`src/rtl/pipe_hazard_unit.sv`:
```
// Hazard, forwarding and sequencing controller for the RV64I pipeline.
// Shadows every instruction through E, M1..M<MEM_LAT> and W. From that it
// derives load-use stalls, branch flushes, bypass selects, memory
// back-pressure freezes and the ECALL halt/console sequencer.
//
// ECALL sequencer states:
//   state      | meaning
//   ST_RUN     | normal execution; ECALLs reaching W are serviced here
//   ST_CONSOLE | console character pending; pipeline frozen until accepted
//   ST_HALTED  | program finished or bad service; frozen until reset
module pipe_hazard_unit #(
    parameter int NUM_SRC = 2,
    parameter int MEM_LAT = 1,
    parameter int RA_W    = 5,
    parameter int XLEN    = 64,
    localparam int FWD_W  = $clog2(MEM_LAT + 2)
) (
    input  logic                      clk,
    input  logic                      rst,
    input  logic                      i_d_valid,
    input  logic [NUM_SRC*RA_W-1:0]   i_d_rs,
    input  logic [NUM_SRC-1:0]        i_d_use_rs,
    input  logic [RA_W-1:0]           i_d_rd,
    input  logic                      i_d_wen,
    input  logic                      i_d_is_load,
    input  logic                      i_d_is_ecall,
    input  logic                      i_br_taken,
    input  logic                      i_dm_busy,
    input  logic [XLEN-1:0]           i_reg_a0,
    input  logic [XLEN-1:0]           i_reg_a1,
    input  logic                      i_con_ready,
    output logic                      o_stall,
    output logic                      o_flush,
    output logic                      o_freeze,
    output logic [NUM_SRC*FWD_W-1:0]  o_e_fwd_sel,
    output logic [NUM_SRC-1:0]        o_d_fwd_w,
    output logic                      o_w_wen,
    output logic [RA_W-1:0]           o_w_rd,
    output logic                      o_con_valid,
    output logic [7:0]                o_con_char,
    output logic                      o_halt,
    output logic                      o_ecall_err
);

    // Shadow slots 1..MEM_LAT are M1..M<MEM_LAT>; slot NST is W. The slot
    // index doubles as the forward-select code.
    localparam int NST = MEM_LAT + 1;

    typedef enum logic [1:0] {ST_RUN, ST_CONSOLE, ST_HALTED} state_t;

    state_t                    r_state;
    logic                      r_e_valid, r_e_wen, r_e_is_load, r_e_is_ecall;
    logic [RA_W-1:0]           r_e_rd;
    logic [NUM_SRC*RA_W-1:0]   r_e_rs;
    logic [NUM_SRC-1:0]        r_e_use_rs;
    logic                      r_p_valid    [1:NST];
    logic                      r_p_wen      [1:NST];
    logic                      r_p_is_load  [1:NST];
    logic                      r_p_is_ecall [1:NST];
    logic [RA_W-1:0]           r_p_rd       [1:NST];

    logic                      w_freeze, w_ld_hit, w_bubble, w_trigger;
    logic [NUM_SRC*FWD_W-1:0]  w_fwd_sel;
    logic [NUM_SRC-1:0]        w_d_fwd_w;
    logic                      w_unused_a1;

    function automatic logic f_match(input logic v, input logic wen,
                                     input logic [RA_W-1:0] rd,
                                     input logic [RA_W-1:0] r);
        return v & wen & (rd == r) & (r != '0);
    endfunction

    // Only the low byte of a1 carries the console character.
    assign w_unused_a1 = ^i_reg_a1[XLEN-1:8];

    assign w_freeze  = i_dm_busy | (r_state != ST_RUN);
    assign w_trigger = (r_state == ST_RUN) & r_p_valid[NST] & r_p_is_ecall[NST] & ~i_dm_busy;

    // Load-use detection against loads whose data is not yet forwardable
    always_comb begin
        w_ld_hit = 1'b0;
        for (int i = 0; i < NUM_SRC; i++) begin
            if (i_d_use_rs[i]) begin
                if (r_e_is_load && f_match(r_e_valid, r_e_wen, r_e_rd, i_d_rs[i*RA_W +: RA_W]))
                    w_ld_hit = 1'b1;
                for (int k = 1; k <= MEM_LAT - 1; k++) begin
                    if (r_p_is_load[k] && f_match(r_p_valid[k], r_p_wen[k], r_p_rd[k], i_d_rs[i*RA_W +: RA_W]))
                        w_ld_hit = 1'b1;
                end
            end
        end
    end

    // Freeze overrides everything; flush overrides stall. All quiet in reset.
    assign o_freeze = rst & w_freeze;
    assign o_flush  = rst & i_br_taken & ~w_freeze;
    assign o_stall  = rst & i_d_valid & w_ld_hit & ~i_br_taken & ~w_freeze;
    assign w_bubble = i_br_taken | (i_d_valid & w_ld_hit);

    // E-operand bypass select: scan oldest to youngest so the youngest match wins
    always_comb begin
        w_fwd_sel = '0;
        for (int i = 0; i < NUM_SRC; i++) begin
            for (int k = NST; k >= 1; k--) begin
                if (r_e_use_rs[i] &&
                    f_match(r_p_valid[k], r_p_wen[k], r_p_rd[k], r_e_rs[i*RA_W +: RA_W]) &&
                    (!r_p_is_load[k] || k >= MEM_LAT))
                    w_fwd_sel[i*FWD_W +: FWD_W] = FWD_W'(k);
            end
        end
    end

    // D-operand bypass of the value being written back this cycle
    always_comb begin
        w_d_fwd_w = '0;
        for (int i = 0; i < NUM_SRC; i++)
            w_d_fwd_w[i] = i_d_use_rs[i] &
                           f_match(r_p_valid[NST], r_p_wen[NST], r_p_rd[NST], i_d_rs[i*RA_W +: RA_W]);
    end

    assign o_e_fwd_sel = w_fwd_sel;
    assign o_d_fwd_w   = w_d_fwd_w;
    // A frozen W entry must not write twice.
    assign o_w_wen     = rst & r_p_valid[NST] & r_p_wen[NST] & ~w_freeze;
    assign o_w_rd      = r_p_rd[NST];

    // Shadow pipeline: advance one stage per cycle unless frozen
    always_ff @(posedge clk or negedge rst) begin
        if (!rst) begin
            r_e_valid    <= 1'b0;
            r_e_wen      <= 1'b0;
            r_e_is_load  <= 1'b0;
            r_e_is_ecall <= 1'b0;
            r_e_rd       <= '0;
            r_e_rs       <= '0;
            r_e_use_rs   <= '0;
            for (int k = 1; k <= NST; k++) begin
                r_p_valid[k]    <= 1'b0;
                r_p_wen[k]      <= 1'b0;
                r_p_is_load[k]  <= 1'b0;
                r_p_is_ecall[k] <= 1'b0;
                r_p_rd[k]       <= '0;
            end
        end else if (!w_freeze) begin
            r_p_valid[1]    <= r_e_valid;
            r_p_wen[1]      <= r_e_wen;
            r_p_is_load[1]  <= r_e_is_load;
            r_p_is_ecall[1] <= r_e_is_ecall;
            r_p_rd[1]       <= r_e_rd;
            for (int k = 2; k <= NST; k++) begin
                r_p_valid[k]    <= r_p_valid[k-1];
                r_p_wen[k]      <= r_p_wen[k-1];
                r_p_is_load[k]  <= r_p_is_load[k-1];
                r_p_is_ecall[k] <= r_p_is_ecall[k-1];
                r_p_rd[k]       <= r_p_rd[k-1];
            end
            // Bubbles and empty D slots enter E fully cleared so they never match.
            if (w_bubble || !i_d_valid) begin
                r_e_valid    <= 1'b0;
                r_e_wen      <= 1'b0;
                r_e_is_load  <= 1'b0;
                r_e_is_ecall <= 1'b0;
                r_e_rd       <= '0;
                r_e_rs       <= '0;
                r_e_use_rs   <= '0;
            end else begin
                r_e_valid    <= 1'b1;
                r_e_wen      <= i_d_wen;
                r_e_is_load  <= i_d_is_load;
                r_e_is_ecall <= i_d_is_ecall;
                r_e_rd       <= i_d_rd;
                r_e_rs       <= i_d_rs;
                r_e_use_rs   <= i_d_use_rs;
            end
        end
    end

    // ECALL sequencer with registered console/halt outputs
    always_ff @(posedge clk or negedge rst) begin
        if (!rst) begin
            r_state     <= ST_RUN;
            o_con_valid <= 1'b0;
            o_con_char  <= '0;
            o_halt      <= 1'b0;
            o_ecall_err <= 1'b0;
        end else begin
            case (r_state)
                ST_RUN: begin
                    if (w_trigger) begin
                        if (i_reg_a0 == '0) begin
                            o_halt  <= 1'b1;
                            r_state <= ST_HALTED;
                        end else if (i_reg_a0 == XLEN'(1)) begin
                            o_con_char  <= i_reg_a1[7:0];
                            o_con_valid <= 1'b1;
                            r_state     <= ST_CONSOLE;
                        end else begin
                            o_ecall_err <= 1'b1;
                            o_halt      <= 1'b1;
                            r_state     <= ST_HALTED;
                        end
                    end
                end
                ST_CONSOLE: begin
                    if (o_con_valid && i_con_ready) begin
                        o_con_valid <= 1'b0;
                        r_state     <= ST_RUN;
                    end
                end
                ST_HALTED: r_state <= ST_HALTED;
                default:   r_state <= ST_RUN;
            endcase
        end
    end

endmodule

```
`config.mk`:
```
export PLATFORM = sky130hd
export DESIGN_NAME = pipe_hazard_unit
export DESIGN_NICKNAME = d
export VERILOG_FILES = /design/src/rtl/pipe_hazard_unit.sv
export SDC_FILE = /design/constraint.sdc
export NUM_CORES = 1
export LEC_CHECK = 0
export BUFFER_PORTS_ARGS = -buffer_cell sky130_fd_sc_hd__buf_4
export CORE_MARGIN = 2
export CORE_UTILIZATION = 45
export CTS_BUF_LIST = sky130_fd_sc_hd__clkbuf_16
export CTS_CLUSTER_DIAMETER = 40
export CTS_CLUSTER_SIZE = 16
export DETAILED_ROUTE_END_ITERATION = 6
export GPL_TIMING_DRIVEN = 0
export PLACE_DENSITY = 0.86
export SYNTH_ARGS = -nofsm -noshare
export SYNTH_HDL_FRONTEND = slang
export SYNTH_SLANG_ARGS = --single-unit
```
`constraint.sdc`:
```
create_clock -name clk -period 3.7 [get_ports clk]
set_input_delay 0.74 -clock clk [delete_from_list [all_inputs] [get_ports clk]]
set_output_delay 0.74 -clock clk [all_outputs]
set_load 0.005 [all_outputs]
```
# ---- Yosys cells after proc, flatten, opt, wreduce, memory -nomap -nowiden
# Index checks and enable logic that the tools add are counted.
dict set report word_totals {
  regBits 50
  inputBits 154
  out_inout_bits 26
  wordCells 127
}
dict set report op_classes {
  n_eq_ne 16
  n_mux 27
  bitwise 42
  n_reduce_logical 22
}
# operator n
set ops {}
lappend ops {{== test 64 x 1 -> 1 bit, second input constant} 1}
lappend ops {{zero test 64 bit} 1}
lappend ops {{== test 5 bit} 8}
lappend ops {{bitwise AND 1 bit} 35}
lappend ops {{nonzero test 5 bit} 4}
lappend ops {{two-way mux 2 bit} 9}
lappend ops {{two-way mux 1 bit} 14}
lappend ops {{two-way mux 10 bit} 1}
lappend ops {{!= test 2 bit, second input constant} 4}
lappend ops {{AND reduction 4 bit} 2}
lappend ops {{logical AND 1 bit} 7}
lappend ops {{case mux 2 bit (3 select lines)} 1}
lappend ops {{two-way mux 5 bit} 1}
lappend ops {{NOT 1 bit} 5}
lappend ops {{AND reduction 5 bit} 1}
lappend ops {{nonzero test 2 bit} 2}
lappend ops {{AND reduction 3 bit} 1}
lappend ops {{== test 2 x 1 -> 1 bit, second input constant} 1}
lappend ops {{== test 2 bit, second input constant} 1}
lappend ops {{zero test 2 bit} 1}
lappend ops {{!= test 2 x 1 -> 1 bit, second input constant} 1}
lappend ops {{OR 1 bit} 2}
lappend ops {{case mux 1 bit (2 select lines)} 1}
lappend ops {{AND reduction 2 bit} 1}
lappend ops {{other kinds (2)} 2}

# ---- Logic depth before layout (Yosys ltp)
# Gate-level depths: netlist (run 1).
dict set report depth {
  ltp_word 12
  mapped_depth 6
  mapped_depth_nobuf 5
}

# ---- Worst setup path before layout (run 1)
# Ideal clock, no wire load.
dict set report synth_path {
  kind {input port to output port}
  start {in i_dm_busy}
  end {out o_freeze}
  arrival_time_ns 1.635
  t_required_ns 2.960
  setup_slack_ns 1.325
  path_stages 4
  n_path_buf 2
  path_cell_list {or3_1 -> clkbuf_1 -> clkbuf_1 -> and2_1}
}
dict set report synth_between {
  elab_chain_cells 2
}
# item line
set synth_lines {}
lappend synth_lines {{start: declaration} 28} ;# input logic i_dm_busy,
lappend synth_lines {{OR 1 bit} 76} ;# assign w_freeze = i_dm_busy | (r_state != ST_RUN);
lappend synth_lines {{bitwise AND 1 bit} 95} ;# assign o_freeze = rst & w_freeze;
lappend synth_lines {{end: declaration} 34} ;# output logic o_freeze,
# No other way between the ends.

# ---- Worst setup path after layout (run 1)
# Ends and elaborated chain as after synthesis.

==> results of run 1 <==
cell usage in the layout, fill, tap and decap left out, types with 2 or more instances in the layout:
cell,count
dfrtp_1,50
xor2_1,10
buf_4,128
nand3_1,3
inv_1,2
nor3_2,3
nor2b_1,2
a22o_1,20
a21o_1,2
or4_1,6
nor2_1,7
xnor2_1,30
nor4_1,21
o21ai_0,2
nand4_1,11
or3_1,2
clkbuf_16,5
mux2_2,8
nand2_1,58
clkbuf_1,10
buf_6,2
o21ai_1,2
power by group through the flow:
stage | Combinational, mW | Clock [mW] | Sequential (mW)
detailed placement | 0.641 | 0 | 0.798
finish | 0.644 | 0.434 | 0.791
floorplan | 0.413 | 0 | 0.763
CTS | 0.647 | 0.439 | 0.789
global route | 0.719 | 0.461 | 0.807
global placement | 0.620 | 0 | 0.793
cell families (layout without fill, tap and decap cells):
group / Yosys count / count (layout)
AO/OA/AOI/OAI: 28 / 28
XOR/XNOR: 40 / 40
buffers and inverters: 18 / 149
flip-flops: 50 / 50
multiplexers: 8 / 8
AND/OR/NAND/NOR: 118 / 118
per-stage QoR:
stage               power (mW)  setup WS, ns  hold WS, ns  cell area, um^2  instances
global route              1.99         0.730        0.493             3770        465
detailed placement        1.44         0.882        0.459             3630        457
global placement          1.41         0.868        0.448             3630        457
finish                    1.87         0.890        0.470             3770        465
floorplan                 1.18          1.33        0.438             2620        262
CTS                       1.87         0.887        0.474             3770        465
area by class of cell:
class	count	area, um^2
Fill cell	435	1800
Multi-Input combinational cell	194	1270
Sequential cell	50	1250
Timing Repair Buffer	123	923
Clock buffer	5	125
Buffer	17	97.6
Tap cell	72	90.1
Clock inverter	3	12.5
Inverter	1	3.75
state kept, by name (all words and copies together), names as in the netlist:
register / flops
r_e_rd: 5
r_p_wen: 2
o_ecall_err: 1
r_e_rs: 10
r_p_valid: 2
r_state: 2
o_con_char: 8
r_p_is_ecall: 2
o_con_valid: 1
r_e_wen: 1
o_w_rd: 5
r_p_rd: 5
r_e_use_rs: 2
r_e_valid: 1
r_e_is_load: 1
o_halt: 1
r_e_is_ecall: 1
cells in the mapped netlist (3+ instances only):
cell	number
a22o_1	20
buf_4	5
clkbuf_1	10
dfrtp_1	50
mux2_2	8
nand2_1	58
nand3_1	3
nand4_1	11
nor2_1	7
nor3_2	3
nor4_1	21
or4_1	6
xnor2_1	30
xor2_1	10
worst reg2reg max path: cells and delay by family (launching register included):
family,cells,cell delay [ns]
and+or+nand+nor,3,1.25
muxes,1,0.40
DFF,1,0.42
worst paths after layout:
| kind | end | slack, ns | cells after the start |
|---|---|---|---|
| min in group clk | r_p_is_ecall[0] | 0.47 | 2 |
| setup / recovery | o_freeze | 0.89 | 6 |
| max in group asynchronous | r_e_valid | 2.81 | 1 |
| hold reg to reg | r_p_is_ecall[0] | 0.47 | 2 |
| hold / removal | o_w_rd[2] | 0.47 | 1 |
| setup reg to reg | o_con_char[3] | 1.53 | 4 |
routing by layer:
metal / wire [um] / track usage [%] / share of wire [%] / vias to the layer above
met5: 0 / 0 / 0 / -
met4: 212 / 10.5 / 2.8 / 0
met3: 567 / 6.29 / 7.5 / 19
met2: 3670 / 39.8 / 49 / 101
met1: 3070 / 33.2 / 41 / 1203
li1: - / - / - / 1182
==> metrics.cfg, run 1 <==
[placement]
portBuffers=123
gp_congestion=0.882
dpl.hpwl_mm=5.93

[run_status]
status=complete, no violations

[die]
io_pins=180
die_h_um=80.3
coreArea_um2=5570
rows=27
fp.dieW_um=80.3
initial_core_util_pct=47.0
die_area_um2=6450

[layout]
fin_nets=546
diodes=0
syn2layout_area_growth_pct=44.0
drive_above_1_share_pct=37.9
post-route-util_pct=67.6

[critical_path]
arrival_ns=2.07
endpoint_kind=primary output
crit_path_start_kind=input port
required_ns=2.96
crit_buf_inv=4
cpPeakStageDelay_ns=0.33
timing.rr.start=r_state[1]
critPathKind=input port to primary output
cp-startpoint=i_dm_busy
cpMaxStageDelayCell=or3_1
path_max_fanout=10
path_cells=buf_4 > or3_1 > clkbuf_1 > clkbuf_1 > and2_1 > buf_4
cpLargestDelayFamily=buffers and inverters

[sta]
grt_setup_unrepaired=no
finalClockSkew_ns=0.00726
slew_headroom_pct=58.3
finalSetupViolCount=0
fin_crit_sh_pct=75.9
fmax_ghz=0.356
period_needed_ns=2.81
fin_tns_setup_ns=0
tightestPinTransition_ns=0.622
hold_viol=0
final_max_slew_viol_count=0

[routing]
wirelength_mm=7.53
ant_nets=0
avgRoutedWirePerCell_um=16.2
drc_errors=0
first_iter_violations=171
viasPerCell=5.39
drtPass1Iterations=4
vias=2505

[grt]
grt_pass1_wl_mm=12.4
grt_max_degree=53
gr-total-overflow=0
grt_util_all_layers_pct=25.2
antenna_found_initial=0
grt_pass1_vias=2562

[pwr]
power_switching_mw=0.608
power.share.sequential_pct=42.3
p_int_mw=1.26
p_per_area_nw_per_um2=496
switching_share_pct=32.5
p_comb_share_pct=34.5
clkPwrFrac_pct=23.2
power.leakage_nw=1.91
peakVddDrop_v=0.000300

[cts]
htree_levels=2
insertion_delay_ns=0.29
clkTransAtPathRegs_ns=0.07
cts_hold_buf=0
clock_sinks=50
cts_root_buf=clkbuf_16
cts_setup_buffers=0
cts_tree=built
cts_buffers=5
post_cts_resized=0
clockBufferDepth=2

[logic_synthesis]
yosysSeqAreaShare_pct=47.8
synth_adder_area_share_pct=0
syn-cell-area_um2=2620
synth_cells=262
synth_compound_area_share_pct=8.70
syn-num-nets=416
synthSimpleGateAreaFrac_pct=22.8
ys_ff_latch=50
synth_top_flop_cell=dfrtp_1
avgSynthCellArea_um2=10.0
synth_edf_count=0
synth_xor_area_share_pct=13.4
synth.area.top_cells=dfrtp_1, xnor2_1, nand2_1, a22o_1, nor4_1
async_flop_share_pct=100
ys_warn_count=0
yosys.area.top_type=dfrtp_1
yosys-mux-area-fraction_pct=3.44
synth_top_area_share_pct=47.8
synth_top_family_by_area=simple AND/OR/NAND/NOR gates
synthDistinctLibCells=28

[job]
max_cap_viol_count=0

[hold_path]
min-delay-path-class=input port to asynchronous set/reset pin

Note: power is estimated with default switching activity, not from simulation.
==> run 2: changes to the inputs <==
--- a/config.mk
+++ b/config.mk
@@ -5,15 +5,16 @@
 export SDC_FILE = /design/constraint.sdc
 export NUM_CORES = 1
 export LEC_CHECK = 0
+export ABC_AREA = 1
 export BUFFER_PORTS_ARGS = -buffer_cell sky130_fd_sc_hd__buf_4
 export CORE_MARGIN = 2
-export CORE_UTILIZATION = 45
+export CORE_UTILIZATION = 40
 export CTS_BUF_LIST = sky130_fd_sc_hd__clkbuf_16
 export CTS_CLUSTER_DIAMETER = 40
 export CTS_CLUSTER_SIZE = 16
 export DETAILED_ROUTE_END_ITERATION = 6
 export GPL_TIMING_DRIVEN = 0
-export PLACE_DENSITY = 0.86
+export PLACE_DENSITY = 0.77
 export SYNTH_ARGS = -nofsm -noshare
 export SYNTH_HDL_FRONTEND = slang
 export SYNTH_SLANG_ARGS = --single-unit
==> constraint.sdc (replaced) <==
create_clock -name clk -period 2.45 [get_ports clk]
set_input_delay 0.49 -clock clk [delete_from_list [all_inputs] [get_ports clk]]
set_output_delay 0.49 -clock clk [all_outputs]
set_load 0.005 [all_outputs]
==> run 2 against run 1 <==
  * Sequential power up 50%
  * Critical path type is now flop to primary output
  * Clock power up 52%
  * Largest power group unchanged
  * Via count up 28%
  * Critical path depth up 1
  * Synthesized area up 17%
  * Clock skew down 0.0033 ns
  * Total power up 55%
  * Global-route usage down 1.9 points
  * Flip-flop and latch count unchanged
  * Design area up 13%
  * Non-clock buffer count up 5
==> metrics.cfg, run 2 <==
[run_status]
status=complete, no violations  ; unchanged

[layout]
top_regs=r_e_rs: 10 flops, o_con_char: 8 flops  ; unchanged
drive_above_1_share_pct=30.5  ; was 37.9%
layout_common_cells=nand2_1, buf_4, nor2_1, dfrtp_1, inv_1  ; was buf_4, nand2_1, dfrtp_1, xnor2_1, nor4_1
fin_nets=703  ; was 546
largest_reg_flops=10  ; unchanged
fillers=702  ; was 435
syn2layout_area_growth_pct=38.7  ; was 44.0%
layout_commonest_cell=nand2_1  ; was buf_4
top_register=r_e_rs  ; unchanged
diodes=0  ; unchanged
post-route-util_pct=57.9  ; was 67.6%

[cts]
cts_root_buf=clkbuf_16  ; unchanged
insertion_delay_ns=0.29  ; about the same
post_cts_resized=0  ; unchanged
htree_levels=2  ; unchanged
clockBufferDepth=2  ; unchanged
cts_hold_buf=0  ; unchanged
clkTransAtPathRegs_ns=0.06  ; was 0.07 ns
cts_tree=built  ; unchanged
cts_setup_buffers=0  ; unchanged
clock_sinks=50  ; unchanged
cts_buffers=5  ; unchanged

[die]
die_h_um=91.5  ; was 80.3 um
io_pins=180  ; unchanged
initial_core_util_pct=41.8  ; was 47.0%
die_area_um2=8370  ; was 6450 um^2
coreArea_um2=7330  ; was 5570 um^2
rows=31  ; was 27
fp.dieW_um=91.5  ; was 80.3 um

[logic_synthesis]
synth_top_area_share_pct=40.9  ; was 47.8%
synth.area.top_cells=dfrtp_1, nand2_1, nor2_1, xnor2_1, nand3_2  ; was dfrtp_1, xnor2_1, nand2_1, a22o_1, nor4_1
yosysSeqAreaShare_pct=40.9  ; was 47.8%
syn-num-nets=573  ; was 416
ys_warn_count=0  ; unchanged
async_flop_share_pct=100  ; unchanged
avgSynthCellArea_um2=7.31  ; was 10.0 um^2
synth_common_cells=nand2_1, nor2_1, dfrtp_1  ; was nand2_1, dfrtp_1, xnor2_1
synth_edf_count=0  ; unchanged
synth_cells=419  ; was 262
synth_top_flop_cell=dfrtp_1  ; unchanged
syn-cell-area_um2=3060  ; was 2620 um^2
yosysMostFrequentCell=nand2_1  ; unchanged
yosys.area.top_type=dfrtp_1  ; unchanged
synthDistinctLibCells=28  ; unchanged
ys_ff_latch=50  ; unchanged

[grt]
gr-total-overflow=0  ; unchanged
grt_max_degree=53  ; unchanged
antenna_found_initial=0  ; unchanged
grt_pass1_wl_mm=15.7  ; was 12.4 mm
grt_util_all_layers_pct=23.3  ; was 25.2%
grt_pass1_vias=3339  ; was 2562

[critical_path]
cpLargestDelayFamily=simple AND/OR/NAND/NOR gates  ; was buffers and inverters
path_max_fanout=6  ; was 10
timing.rr.start=r_e_rd[1]  ; was r_state[1]
ff2ff_path_depth=9  ; was 4
path_cells=clkbuf_1 > xnor2_1 > nand3_1 > nor3_1 > nand4_1 > nor2_1 > buf_4  ; was buf_4 > or3_1 > clkbuf_1 > clkbuf_1 > and2_1 > buf_4
cpMaxStageDelayCell=dfrtp_1  ; was or3_1
critPathKind=flop to primary output  ; was input port to primary output
arrival_ns=1.76  ; was 2.07 ns
r2r_end=r_e_use_rs[0]  ; was o_con_char[3]
required_ns=1.96  ; was 2.96 ns
r2r_slack_ns=0.97  ; was 1.53 ns
crit_path_start_kind=flop  ; was input port
crit_buf_inv=2  ; was 4
cpPeakStageDelay_ns=0.35  ; was 0.33 ns
endpoint_kind=primary output  ; unchanged

[placement]
dpl.hpwl_mm=7.28  ; was 5.93 mm
portBuffers=123  ; unchanged
post-place-ws_ns=0.347  ; was 0.882 ns
gp_congestion=0.877  ; was 0.882

[routing]
ant_nets=0  ; unchanged
viasPerCell=4.94  ; was 5.39
drc_errors=0  ; unchanged
first_iter_violations=171  ; unchanged
vias=3204  ; was 2505
wirelength_mm=9.12  ; was 7.53 mm
drtPass1Iterations=5  ; was 4
avgRoutedWirePerCell_um=14.1  ; was 16.2 um

[job]
max_cap_viol_count=0  ; unchanged

[sta]
fmax_ghz=0.445
tightestPinTransition_ns=0.643  ; was 0.622 ns
hold_viol=0  ; unchanged
finalClockSkew_ns=0.00395  ; was 0.00726 ns
period_needed_ns=2.25
slew_headroom_pct=57.1  ; was 58.3%
final_max_slew_viol_count=0  ; unchanged
grt_setup_unrepaired=no  ; unchanged
fin_crit_sh_pct=91.8
fin_tns_setup_ns=0  ; unchanged
finalSetupViolCount=0  ; unchanged
setup_ws_ns=0.202  ; was 0.890 ns

[pwr]
power.leakage_nw=2.24  ; was 1.91 nW
p_per_area_nw_per_um2=681  ; was 496 nW/um^2
power.total_mw=2.89  ; was 1.87 mW
peakVddDrop_v=0.000300  ; about the same

[hold_path]
min-delay-path-class=input port to asynchronous set/reset pin  ; unchanged

[run 2: cell types whose count changed after synthesis, moves of 5 or more]
cell,delta
buf_2,+6
nand2_1,+81
inv_1,+28
nand3_1,+17
nand3_2,+12
mux2_2,-8
o21ai_0,+16
or4_1,-6
nor2_1,+54
a22o_1,-20
nor4_1,-19
xnor2_1,-14
nor3_1,+5
[run 2: worst max path at each step]
stage / start / to / slack [ns] / cells after the start
floorplan: i_d_rs[2] / o_stall / 0.78 / 9
global placement: i_d_rs[2] / o_stall / 0.34 / 11
detailed placement: rst / o_w_wen / 0.35 / 4
CTS: o_w_rd[0] / o_e_fwd_sel[3] / 0.19 / 7
global route: r_e_rd[1] / o_stall / 0.07 / 9
finish: o_w_rd[0] / o_e_fwd_sel[3] / 0.20 / 7
[run 2: worst register-to-register path: stages, from the launching register on]
cell,delay (ns)
dfrtp_1,0.43
inv_1,0.14
o21ai_0,0.11
nor2_1,0.11
nand3_1,0.09
nand2_1,0.11
nand2_2,0.09
buf_6,0.17
nand3_1,0.08
nand2_1,0.05
[run 2: cells by family after synthesis]
family / Yosys count / share of synthesized area [%]
AOI/OAI and AO/OA: 30 / 5.72
xor gates and xnor gates: 24 / 6.87
DFF: 50 / 40.9
buffers and inverters: 52 / 8.09
and+or+nand+nor: 263 / 38.5
[run 2: metal layers]
metal	vias up	wire length [um]	track usage (%)
li1	1587	-	-
met5	-	0	0
met2	87	4400	38.5
met1	1516	4050	30.9
met4	0	195	8.96
met3	14	470	3.07
[run 2: final cells by class]
cell class	count	area, um^2	area share (%)
tap	99	124	2.92
clock inverter	3	12.5	0.295
buffer	22	135	3.18
multi-input combinational	317	1560	36.8
sequential	50	1250	29.5
inverter	30	113	2.65
clock buffer	5	125	2.95
timing repair buffer	123	923	21.7
[run 2: through the flow]
| stage | hold WS [ns] | cells | area [um^2] |
|---|---|---|---|
| CTS | 0.251 | 649 | 4250 |
| global placement | 0.462 | 641 | 4110 |
| global route | 0.277 | 649 | 4250 |
| detailed placement | 0.468 | 641 | 4110 |
| finish | 0.217 | 649 | 4250 |
| floorplan | 0.194 | 419 | 3060 |
[run 2: where the power goes]
part           total [mW]  leakage [nW]  internal, mW  switching (mW)
clock network       0.659        0.0724         0.370           0.289
registers            1.19         0.672          1.01           0.184
logic                1.04          1.50         0.503           0.537
total                2.89          2.24          1.88            1.01
